--- src/rtl/seq_divider_iter.sv ---
// Iterative restoring unsigned divider: one quotient bit per clock, valid/ready on both sides.
// A zero divisor skips the iteration and returns all-ones with the dividend's low bits.
module seq_divider_iter #(
    parameter int DW = 8,
    parameter int SW = 4
) (
    input  logic          clk,
    input  logic          rst_n,
    input  logic          in_valid,
    output logic          in_ready,
    input  logic [DW-1:0] dividend,
    input  logic [SW-1:0] divisor,
    output logic          out_valid,
    input  logic          out_ready,
    output logic [DW-1:0] quotient,
    output logic [SW-1:0] remainder,
    output logic          div_zero
);

    // state | meaning
    // IDLE  | waiting for an operation; in_ready high one cycle after entry
    // CALC  | shifting in one quotient bit per cycle, DW cycles total
    // DONE  | result held on the outputs until the consumer takes it
    typedef enum logic [1:0] {S_IDLE, S_CALC, S_DONE} state_t;

    localparam int CW = (DW > 1) ? $clog2(DW) : 1;
    localparam logic [CW-1:0] CNT_LAST = CW'(DW - 1);

    state_t        state;
    logic [SW:0]   r_work;
    logic [DW-1:0] q_work;
    logic [SW-1:0] div_reg;
    logic [CW-1:0] cnt;

    logic          accept;
    logic          release_ok;
    logic [SW:0]   t_val;
    logic [SW:0]   r_next;
    logic [DW-1:0] q_next;
    logic          ge;

    assign accept     = in_valid & in_ready;
    assign release_ok = out_valid & out_ready;

    // One extra bit on the partial remainder keeps the compare and subtract overflow-free.
    assign t_val  = {r_work[SW-1:0], q_work[DW-1]};
    assign ge     = (t_val >= {1'b0, div_reg});
    assign r_next = ge ? (t_val - {1'b0, div_reg}) : t_val;
    assign q_next = {q_work[DW-2:0], ge};

    always_ff @(posedge clk or negedge rst_n) begin
        if (!rst_n) begin
            state     <= S_IDLE;
            in_ready  <= 1'b0;
            out_valid <= 1'b0;
            quotient  <= '0;
            remainder <= '0;
            div_zero  <= 1'b0;
            r_work    <= '0;
            q_work    <= '0;
            div_reg   <= '0;
            cnt       <= '0;
        end else begin
            case (state)
                S_IDLE: begin
                    // in_ready lags IDLE entry by a cycle, so no release+accept overlap.
                    in_ready <= ~accept;
                    if (accept) begin
                        if (divisor != '0) begin
                            state    <= S_CALC;
                            r_work   <= '0;
                            q_work   <= dividend;
                            div_reg  <= divisor;
                            cnt      <= '0;
                            div_zero <= 1'b0;
                        end else begin
                            state     <= S_DONE;
                            quotient  <= '1;
                            remainder <= dividend[SW-1:0];
                            div_zero  <= 1'b1;
                            out_valid <= 1'b1;
                        end
                    end
                end
                S_CALC: begin
                    in_ready <= 1'b0;
                    r_work   <= r_next;
                    q_work   <= q_next;
                    cnt      <= cnt + 1'b1;
                    if (cnt == CNT_LAST) begin
                        state     <= S_DONE;
                        quotient  <= q_next;
                        remainder <= r_next[SW-1:0];
                        out_valid <= 1'b1;
                    end
                end
                S_DONE: begin
                    in_ready <= 1'b0;
                    if (release_ok) begin
                        state     <= S_IDLE;
                        out_valid <= 1'b0;
                    end
                end
                default: begin
                    state     <= S_IDLE;
                    in_ready  <= 1'b0;
                    out_valid <= 1'b0;
                end
            endcase
        end
    end

endmodule

--- config.mk ---
export PLATFORM = sky130hd
export DESIGN_NAME = seq_divider_iter
export DESIGN_NICKNAME = d
export VERILOG_FILES = /design/src/rtl/seq_divider_iter.sv
export SDC_FILE = /design/constraint.sdc
export NUM_CORES = 1
export LEC_CHECK = 0
export ABC_CLOCK_PERIOD_IN_PS = 2460
export BUFFER_PORTS_ARGS = -buffer_cell sky130_fd_sc_hd__buf_2
export CORE_MARGIN = 3
export CORE_UTILIZATION = 55
export CTS_CLUSTER_DIAMETER = 30
export DETAILED_ROUTE_END_ITERATION = 8
export MAX_ROUTING_LAYER = met4
export PLACE_DENSITY = 0.78
export SLEW_MARGIN = 20
export SYNTH_ARGS = -nofsm -noshare
export SYNTH_HDL_FRONTEND = slang
export SYNTH_SLANG_ARGS = --single-unit
--- constraint.sdc ---
create_clock -name clk -period 2.46 [get_ports clk]
set_input_delay 0.738 -clock clk [delete_from_list [all_inputs] [get_ports clk]]
set_output_delay 0.738 -clock clk [all_outputs]
set_load 0.005 [all_outputs]
==> flow_summary.toml <==
[critical_path]
start_kind = "flip-flop"
reg2reg_slack_ps = 300
cpMostUsedCell = "inv_1"
worstReg2RegStart = "q_work[7]$_DFFE_PN0P_"
slowest_stage = "or4_1"
crit_arrival_ps = 2420
endpoint_kind = "flip-flop"
path_cells = "inv_1 -> ha_1 -> inv_1 -> fa_1 -> inv_1 -> or4_1 -> a41oi_1"
reg2reg_to = "remainder[1]$_DFFE_PN0P_"
crit_required_ps = 2720
path_class = "reg -> reg"
slowest_delay_ps = 560
cp_num_buf_inv = 3
r2r_cells = 7
path_max_fanout = 4
path_delay_family = "adder cells"

[logic_synthesis]
yosys.area.top_type = "dfrtp_1"
ys.warnings.count = 0
synthAdderAreaFrac = 0.05156
synth_cell_types = 40
synth_compound_area_frac = 0.2300
avgSynthCellArea_um2 = 10.25
synthTopCellsByArea = "dfrtp_1, a31oi_1, ha_1"
syn_nets = 203
synth_top_family_by_area = "compound AO/OA/AOI/OAI gates"
seq_area_frac_synth = 0.4885
syn-cell-area_um2 = 1844
ys_ff_latch = 36
synthSimpleGateAreaFrac = 0.1099
synth.area.mux_share = 0.05224
yosysTopAreaCellShare = 0.4885
postSynthCellCount = 180
synthXorXnorAreaFrac = 0.004749

[cts]
cts_tree = "yes"
clock_path_buffers = 2
numClockSinks = 36
cts_setup_buffers = 0
ctsResizeCount = 0
cts-buffers-inserted = 5
cts_hold_buf = 0
h-tree-depth = 2
root_buffer = "clkbuf_4"
insertion_delay_ps = 350
clk_pin_slew_ps = 120

[global_routing]
grt-ovfl-total = 0
grt_pass1_vias = 1561
grt_pass1_wl_um = 7238
grt_max_degree = 37
grt_usage = 0.2357
antenna_found_initial = 0

[floorplan]
ios = 31
initial_core_util = 0.5896
core-area_um2 = 3128
rows = 20
die_y_um = 63.91
die_w_um = 63.91
fp.dieArea_um2 = 4084

[sta]
rsz0062_at_grt = "false"
relSlewSlack = 0.4769
finalCritPeriodShare = 0.8769
period_minus_slack_ps = 2157
worst_slew_pin_slew_ps = 784.7
hold_slack_ps = 456.4
finalSetupViolCount = 0
slew_viol_final = 0
totalNegativeSetupSlack_ps = 0
hold_viol_final = 0
skew_ps = 14.25
max_freq_mhz = 463.6

[pwr]
p_per_area_nw_per_um2 = 1491
ir_drop_mv = 0.7584
power_leakage_nw = 0.9667

[flow_run]
drv_cap = 0

[layout]
layout_commonest_cell = "dfrtp_1"
antenna-diode-count = 0
layout-drive-gt1-share = 0.2441
reg_top3 = "q_work: 8 flops, quotient: 8 flops"
most-common-layout-cells = "dfrtp_1, buf_2, inv_1, a21oi_1"
num-nets-final = 235
area_growth_pct = 14.45

[placement]
hpwl_um = 3033
port-buffer-count = 30
gp_congestion = 0.8546

[routing]
via_count = 1533
drt-pass1-iter-count = 5
drc_errors = 0
drt-wirelength-per-cell_um = 16.46
final_antenna_net_count = 0
route.final.wire_length_um = 4229
drt_first_iter_violations = 121
viasPerCell = 5.965

[status]
status = "completed"

[worst_hold_path]
hold_class = "in -> async"
[power by group]
group          switching [mW]  internal (mW)  leakage (nW)
sequential              0.203          0.889         0.424
combinational           0.928          0.714         0.501
clock                   0.200          0.213        0.0422
total                    1.33           1.82         0.967
[worst max path at each step]
stage / start / to / cells after the start
after floorplan: divisor[1] / remainder[2]$_DFFE_PN0P_ / 5
after global placement: divisor[1] / q_work[5]$_DFFE_PN0P_ / 6
after detailed placement: divisor[1] / cnt[2]$_DFFE_PN0P_ / 6
after CTS: q_work[7]$_DFFE_PN0P_ / remainder[1]$_DFFE_PN0P_ / 7
after global routing: q_work[7]$_DFFE_PN0P_ / remainder[2]$_DFFE_PN0P_ / 6
final: q_work[7]$_DFFE_PN0P_ / remainder[1]$_DFFE_PN0P_ / 7
[final cells by class]
cell class | count | area, um2
tap | 44 | 55.05
clock inverter | 2 | 35.03
sequential | 36 | 900.9
fill | 265 | 1017
inverter | 17 | 63.81
clock buffer | 6 | 41.29
multi-input combinational | 117 | 827.0
timing repair buffer | 35 | 187.7
[per-layer routing]
layer	vias to the layer above	track usage	share of wire
met3	14	0.04569	0.060
met1	735	0.2936	0.42
li1	723	-	-
met4	0	0.1213	0.028
met2	61	0.3652	0.49
met5	-	-	0
[synth_stat cells]
cell type   n
o21ai_0     5
dfrtp_1    36
nand2_1    12
fa_1        1
mux2i_1     4
a31o_2      1
nor3b_1     1
and2_2      1
nor4_1      1
inv_1      17
nand2b_1    2
and3_1      1
o31ai_4     1
a21oi_1    14
nand3_1     2
a2111oi_4   1
or2_1       2
o21ai_1     9
o31a_1      1
o21a_1      5
or4_1       4
o2111ai_1   1
a41oi_1     3
or4_4       1
nand3b_1    1
ha_1        6
buf_2       3
o211ai_1    6
a22o_1      2
mux2_2      5
xnor2_1     1
nand4b_1    1
nand4_1     1
buf_6       1
a31oi_1    12
a211oi_1    1
nor2_1      7
buf_4       1
clkbuf_1    5
nor3_1      1
[stage by stage]
stage	instances	cell area (um2)	setup WS [ps]	power (mW)	util
2_1_floorplan	180	1844	393.8	2.234	-
3_3_place_gp	249	2034	221.2	2.615	0.6504
3_5_place_dp	249	2034	185.4	2.718	0.6504
4_1_cts	257	2111	297.8	3.141	0.6748
5_1_grt	257	2111	205.9	3.429	0.6748
6_report	257	2111	302.7	3.148	0.6748
[cell families (layout without fill, tap and decap cells)]
family / after synthesis / in the layout
flip-flops: 36 / 36
multiplexers: 9 / 9
AO/OA/AOI/OAI: 62 / 62
XOR/XNOR: 1 / 1
buffers and inverters: 27 / 60
AND/OR/NAND/NOR: 38 / 38
adder cells (fa/ha/maj): 7 / 7
Note: power is estimated with default switching activity, not from simulation.
